===== src/rtl/nfifo_reader.sv =====
// Read-side drain engine: pops a 1-cycle-latency FIFO into a 2-entry skid buffer
// and presents the words on a valid/ready stream, counting delivered words.
module nfifo_reader #(
  parameter int WIDTH = 12,
  parameter int CNT_W = 16
) (
  input  logic             clk,
  input  logic             reset,
  input  logic             enable,
  input  logic             fifo_empty,
  input  logic [WIDTH-1:0] fifo_dout,
  output logic             fifo_rd_en,
  output logic [WIDTH-1:0] out_data,
  output logic             out_valid,
  input  logic             out_ready,
  output logic [CNT_W-1:0] word_count,
  output logic             busy
);

  typedef enum logic [1:0] {
    EMPTY = 2'd0,
    ONE   = 2'd1,
    TWO   = 2'd2
  } occ_t;

  occ_t             occ;
  logic             inflight_p1;
  logic [WIDTH-1:0] head_p2;
  logic [WIDTH-1:0] tail_p2;
  logic             pop;
  logic [1:0]       committed;

  assign out_valid = (occ != EMPTY);
  assign out_data  = head_p2;
  assign pop       = out_valid && out_ready;
  assign busy      = out_valid || inflight_p1;

  // Slots still owed after this edge; a new read is allowed only if one stays free.
  always_comb begin
    committed = 2'(occ) + 2'(inflight_p1) - 2'(pop);
  end

  // Gated by reset so no pop strobe escapes while the block is held in reset.
  assign fifo_rd_en = reset && enable && !fifo_empty && (committed <= 2'd1);

  // Stage p1: read issued last cycle, word arrives on fifo_dout now.
  // Stage p2: skid buffer, head feeds the stream.
  always_ff @(posedge clk or negedge reset) begin
    if (!reset) begin
      occ         <= EMPTY;
      inflight_p1 <= 1'b0;
      head_p2     <= '0;
      tail_p2     <= '0;
      word_count  <= '0;
    end else begin
      inflight_p1 <= fifo_rd_en;
      if (pop) begin
        word_count <= word_count + CNT_W'(1);
      end
      case ({inflight_p1, pop})
        2'b10: begin
          if (occ == EMPTY) begin
            head_p2 <= fifo_dout;
            occ     <= ONE;
          end else begin
            tail_p2 <= fifo_dout;
            occ     <= TWO;
          end
        end
        2'b01: begin
          if (occ == TWO) begin
            head_p2 <= tail_p2;
            occ     <= ONE;
          end else begin
            occ     <= EMPTY;
          end
        end
        2'b11: begin
          if (occ == TWO) begin
            head_p2 <= tail_p2;
            tail_p2 <= fifo_dout;
          end else begin
            head_p2 <= fifo_dout;
          end
        end
        default: ;
      endcase
    end
  end

  // A word landing on a full buffer with no pop would be lost.
  assert property (@(posedge clk) disable iff (!reset)
                   !(inflight_p1 && !pop && occ == TWO))
    else $error("nfifo_reader: skid buffer overflow");

endmodule


===== config.mk =====
export PLATFORM = sky130hd
export DESIGN_NAME = nfifo_reader
export DESIGN_NICKNAME = d
export VERILOG_FILES = /design/src/rtl/nfifo_reader.sv
export SDC_FILE = /design/constraint.sdc
export NUM_CORES = 1
export LEC_CHECK = 0
export ABC_AREA = 1
export CORE_AREA = 8 8 79 81
export CTS_CLUSTER_SIZE = 24
export DETAILED_ROUTE_END_ITERATION = 16
export DIE_AREA = 0 0 87 89
export HOLD_SLACK_MARGIN = 0.12
export PLACE_DENSITY = 0.86
export SYNTH_ARGS = -nofsm -noshare
export SYNTH_HDL_FRONTEND = slang
export SYNTH_SLANG_ARGS = --single-unit
export TNS_END_PERCENT = 5

===== constraint.sdc =====
create_clock -name clk -period 2.04 [get_ports clk]
set_clock_uncertainty 0.2 [all_clocks]
set_input_delay 0.204 -clock clk [delete_from_list [all_inputs] [get_ports clk]]
set_output_delay 0.204 -clock clk [all_outputs]
set_load 0.02 [all_outputs]

==> results.toml <==
[outcome]
status = "completed"

[power_and_ir_drop]
leakagePower_nw = 1.48
ir_worst_vdd_v = 0.000640
power_density_nw_per_um2 = 1280

[setup_path]
critPathTopFamily = "simple AND/OR/NAND/NOR gates"
cp_slowest_cell = "dfrtp_1"
crit_fanout = 4
arrival_ns = 1.58
startpoint = "occ[0]"
startpoint_type = "flip-flop"
worst-setup-path-type = "reg -> out"
worstPathRequired_ns = 1.64
slowest_delay_ns = 0.39
reg2reg_from = "occ[1]"
r2r_cells = 11
r2r_slack_ns = 0.22
cp-end-kind = "primary output"
reg2reg_to = "out_data[9]"
crit_chain = "buf_4 -> nor2_4 -> nor2_4 -> nand2_1 -> nand2_2 -> nand3_2 -> nand2_2 -> nor2_2 -> buf_6"
crit_buf_inv = 2

[clocking]
cts.sinks = 43
htreeDepth = 2
cts_tree = "built"
clock_path_buffers = 2
clk_latency_ns = 0.28
cts-buffers-inserted = 5
root_buffer = "clkbuf_8"
post_cts_buffers = 0
cts.clk_slew.worst_paths_ns = 0.08

[layout]
layout_common_cells = "100 x nand2_1, 44 x clkdlybuf4s50_1, 43 x dfrtp_1"
antenna_cells = 0
nets = 372
layout-drive-gt1-share_pct = 20.1
stdcell_count = 423
syn_to_final_growth_pct = 33.7
final_common_cell = "nand2_1"

[floorplan]
core_area_um2 = 4980
die_w_um = 87
dieArea_um2 = 7740
num_io_pins = 48
start_util_pct = 46.5
rows = 26
die_h_um = 89

[run]
maxCapViolCount = 0

[sta]
fin_crit_ns = 1.98
rsz0062_at_grt = "true"
worstMarginPinSlew_ns = 0.542
slew_headroom_pct = 63.9
fmax_mhz = 504
finalWorstSetupSlack_ns = 0.0571
finalCritPeriodShare_pct = 97.2
slew_violations = 0
hold_violations = 0
setup_viol = 0

[routing]
drc_errors = 0
drt_iter0_drc = 67
vias = 1978
drt_first_pass_iters = 4
ant_nets = 0
via_per_inst = 4.68
drt-total-wl_mm = 5.05
wl_per_cell_um = 11.9

[logic_synthesis]
syn_nets = 304
synth_edf_count = 0
netlist.area_leader.share_pct = 46.5
synth_warnings = 0
synthCells = 284
synthFlopType = "dfrtp_1"
synthArstFlopShare_pct = 100
synth-seq-cells = 43
synthTopCellsByArea = "dfrtp_1 47%, nand2_1 17%, nor2_1 5.2%"
synth.largest_area_cell = "dfrtp_1"
ys_types = 27
synth_area_um2 = 2310
ys_seq_area_share_pct = 46.5
syn_area_per_cell_um2 = 8.15

[global_routing]
grt_usage_pct = 14.1
grt_pass1_wl_mm = 8.74
grt_antenna_before_repair = 0
grt_max_degree = 44
overflow = 0
grt_pass1_vias = 1939

[placed_design]
dp_cells = 414
gp_congestion = 0.810
dp_hpwl_mm = 3.86
place_ws_ns = -0.510
port_buffers = 47

[hold_path]
worst_hold_path_type = "in -> reg"
whs_endpoint = "tail_p2[11]"
hold_start = "fifo_dout[11]"
min_path_cells = 3
==> cell type report <==
type / count / area [µm²]
Clock buffer: 7 / 76.3
Clock inverter: 1 / 5.00
Fill cell: 441 / 1880
Inverter: 28 / 105
Multi-Input combinational cell: 206 / 1100
Sequential cell: 43 / 1080
Tap cell: 70 / 87.6
Timing Repair Buffer: 68 / 638
==> what timing repair did <==
action,4_1_cts,5_1_grt
endpoints found under the hold margin,44,0
pin swaps,1,3
hold buffers,1,0
setup endpoints to repair,2,1
gates resized for setup,10,5
==> worst register-to-register path, stage by stage, from the launching register on <==
cell,delay [ns]
dfrtp_1,0.39
inv_2,0.07
nand2_2,0.07
nand2_4,0.07
buf_4,0.16
ha_1,0.15
inv_1,0.07
nand2_4,0.09
nand3_4,0.08
inv_2,0.19
nand2_1,0.12
nand2_1,0.09
==> flip-flops by register name, summed over array words and instances (netlist names) <==
name and cells:
inflight_p1 1, tail_p2 12, word_count 16, out_data 12
occ 2
==> synthesized netlist by cell type, types with 2 or more instances <==
cell	instances
xor2_1	5
dfrtp_1	43
a21oi_1	14
nand2_4	3
inv_2	4
nand2_1	102
nand3_1	4
inv_1	24
xnor2_1	3
nand2_2	10
buf_6	4
o21ai_2	12
buf_4	2
nand3b_1	3
o21ai_0	5
ha_1	3
nor2_1	32
nor2_4	2
==> cells by family (layout without fill, tap and decap cells) <==
logic type,after synthesis,in the layout,share of synthesized area [%]
xor+xnor,8,8,3.03
simple gates,163,163,32.6
flops,43,43,46.5
fa+ha+maj,3,3,1.62
compound gates,32,32,8.92
buf+inv,35,104,7.35
==> through the flow <==
step	cell area, µm²	setup TNS [ns]	hold slack, ns	power (mW)	util [%]
after detailed placement	2960	-0.681	0.135	3.43	59.6
after global routing	3090	-0.0315	0.294	4.28	62.1
final	3090	0	0.281	3.97	62.1
after CTS	3080	0	0.278	3.99	61.8
after floorplan	2310	0	-0.292	2.61	-
after global placement	2960	-0.447	0.135	3.36	59.6
==> worst max path at each step <==
stage,end,cells past startpoint
finish,fifo_rd_en,9
CTS,fifo_rd_en,9
global placement,fifo_rd_en,7
detailed placement,fifo_rd_en,7
floorplan,fifo_rd_en,7
global route,fifo_rd_en,9
==> where the power goes <==
| part | internal (mW) | switching, mW | leakage [nW] |
|---|---|---|---|
| logic | 0.917 | 1.11 | 0.886 |
| registers | 1.19 | 0.244 | 0.549 |
| clock network | 0.241 | 0.273 | 0.0422 |
| total | 2.35 | 1.62 | 1.48 |
==> routing by layer <==
| layer | routed length (µm) | vias to the layer above | global-route usage, % |
|---|---|---|---|
| met4 | 101 | 0 | 5.63 |
| li1 | - | 1013 | - |
| met5 | 0 | - | 0 |
| met3 | 220 | 10 | 2.76 |
| met1 | 2150 | 920 | 16.4 |
| met2 | 2580 | 35 | 24.8 |
No activity file was read; power rests on OpenSTA's default activity.
==> RTL change (config.mk and constraints unchanged) <==
Register the output `word_count` once more, with the module's reset; this adds one clock of latency there. The other outputs are not delayed to match.
--- a/src/rtl/nfifo_reader.sv
+++ b/src/rtl/nfifo_reader.sv
@@ -22,6 +22,8 @@
     ONE   = 2'd1,
     TWO   = 2'd2
   } occ_t;
+
+  logic [CNT_W-1:0] word_count_s0;
 
   occ_t             occ;
   logic             inflight_p1;
@@ -51,11 +53,11 @@
       inflight_p1 <= 1'b0;
       head_p2     <= '0;
       tail_p2     <= '0;
-      word_count  <= '0;
+      word_count_s0 <= '0;
     end else begin
       inflight_p1 <= fifo_rd_en;
       if (pop) begin
-        word_count <= word_count + CNT_W'(1);
+        word_count_s0 <= word_count_s0 + CNT_W'(1);
       end
       case ({inflight_p1, pop})
         2'b10: begin
@@ -93,5 +95,13 @@
                    !(inflight_p1 && !pop && occ == TWO))
     else $error("nfifo_reader: skid buffer overflow");
 
+  always_ff @(posedge clk or negedge reset) begin
+    if (!reset) begin
+      word_count <= '0;
+    end else begin
+      word_count <= word_count_s0;
+    end
+  end
+
 endmodule
 
Formal check against the unedited RTL: not equivalent (Yosys sat finds a counterexample within 4 cycles, from zero or initial values and one cycle with reset low).
==> RTL change against the unedited design <==
- the run now ends with setup timing left
- wire length increased by 21%
- count of clock-buffer cells in the layout increased by 5
- highest routed layer unchanged
- critical path type unchanged
- setup slack got worse by 0.26 ns
- sequential cell count rose by 16
- core utilization rose by 12 points
- power rose by 28%
- synthesized area is 14% higher
- critical endpoint unchanged
- final area rose by 19%
- sequential share of layout area is 5.5 points higher
==> RTL change: results (changes against the unedited design) <==
Min path
  • Hold path startpoint: word_count_s0[15] (was fifo_dout[11])
  • Hold path endpoint: word_count[15] (was tail_p2[11])
  • Hold Crit Depth: 0 (was 3)
  • Hold crit path type: flop to flop (was input pin to flop)

Cells and area
  • Fraction of layout cells with a size suffix above 1: 23.1% (was 20.1%)
  • Nets: 377 (was 372)

Worst setup path
  • Worst r2r dst: out_data[10] (was out_data[9])
  • R2R Setup Slk: 0 ns (was 0.22 ns)
  • CP max stage cell: dfrtp_2 (was dfrtp_1)
  • Worst Path Arrival: 1.84 ns (was 1.58 ns)

Power and ir drop
  • Leakage: 1.78 nW (was 1.48 nW)
  • Max VDD drop: 971 µV (was 640 µV)

CTS
  • CTS Buf Count: 9 (was 5)
  • Worst-Skew Late Latency: 0.33 ns (was 0.28 ns)

Run status
  • Status: finished, violations left (was complete, no violations)
  • Failing checks: setup timing

Logic synthesis
  • Netlist cell types: 28 (was 27)
  • Mapped Cells: 278 (was 284)
  • Syn_nets: 301 (was 304)
  • Top post-synthesis cells by count: 92 x nand2_1, 59 x dfrtp_1, 30 x inv_1 (was 102 x nand2_1, 43 x dfrtp_1, 32 x nor2_1)
  • Synth area leaders: dfrtp_1 56%, nand2_1 13%, inv_1 4.3% (was dfrtp_1 47%, nand2_1 17%, nor2_1 5.2%)

Place
  • Routability cong.: 0.786 (was 0.810)
  • Placed instance area: 3340 µm² (was 2960 µm²)
  • DP HPWL: 3980 µm (was 3860 µm)
  • Setup WS pre-CTS: -0.451 ns (was -0.510 ns)

Global routing
  • Largest net degree at the start of global routing: 60 (was 44)

Timing
  • Final setup fails: 7 (was 0)
  • Worst setup margin: -0.201 ns (was 0.0571 ns)

Detailed routing
  • Number of DRC markers in iteration 0: 122 (was 67)
  • Final WL: 6110 µm (was 5050 µm)
  • Via count of the routed design: 2102 (was 1978)
## RTL change: layout make-up
class / count / area (µm²) / area share [%]
clock inverter: 4 / 47.5 / 1.29
timing repair buffer: 70 / 681 / 18.5
timing repair inverter: 1 / 7.51 / 0.204
clock buffer: 12 / 165 / 4.50
multi-input combinational: 178 / 1060 / 29.0
inverter: 35 / 140 / 3.82
tap: 70 / 87.6 / 2.39
sequential: 59 / 1480 / 40.3
## RTL change: worst max-delay path by stage
stage | startpoint | to | slack, ns | depth (start not counted)
after floorplan | occ[1] | fifo_rd_en | 0.02 | 7
after global placement | out_ready | fifo_rd_en | -0.42 | 8
after detailed placement | out_ready | fifo_rd_en | -0.45 | 7
after CTS | occ[0] | fifo_rd_en | -0.18 | 8
after global routing | occ[1] | fifo_rd_en | -0.27 | 8
final | occ[1] | fifo_rd_en | -0.20 | 8
## RTL change: repair_timing
action,in CTS,in global routing
pin swaps,3,7
setup endpoints to repair,15,22
setup buffers,1,1
gates resized for setup,14,22
endpoints found under the hold margin,60,0
hold buffers,1,0
gates cloned,0,1
## RTL change: kinds of logic after synthesis
kind of cell	share of synthesized area [%]
flops	55.9
fa+ha+maj	2.84
compound gates	7.53
buf+inv	7.24
simple gates	22.2
xor+xnor	4.31
## RTL change: per-layer routing
layer / global-route usage [%] / share of wire (%) / routed length, µm
met1: 19.4 / 43 / 2600
met4: 7.82 / 1.6 / 95
met3: 5.79 / 7.5 / 457
met5: 0 / 0 / 0
met2: 26.6 / 48 / 2950
## RTL change: power breakdown
part	switching (mW)	leakage [nW]	internal (mW)
Clock	0.460	0.108	0.660
Combinational	1.20	0.933	1.00
Sequential	0.224	0.734	1.54
Total	1.88	1.78	3.20
## RTL change: stage by stage
step | utilization [%] | setup TNS (ns)
2_1_floorplan | - | 0
3_3_place_gp | 67.1 | -3.96
3_5_place_dp | 67.1 | -4.98
4_1_cts | 72.1 | -0.264
5_1_grt | 73.8 | -1.85
6_report | 73.8 | -0.279
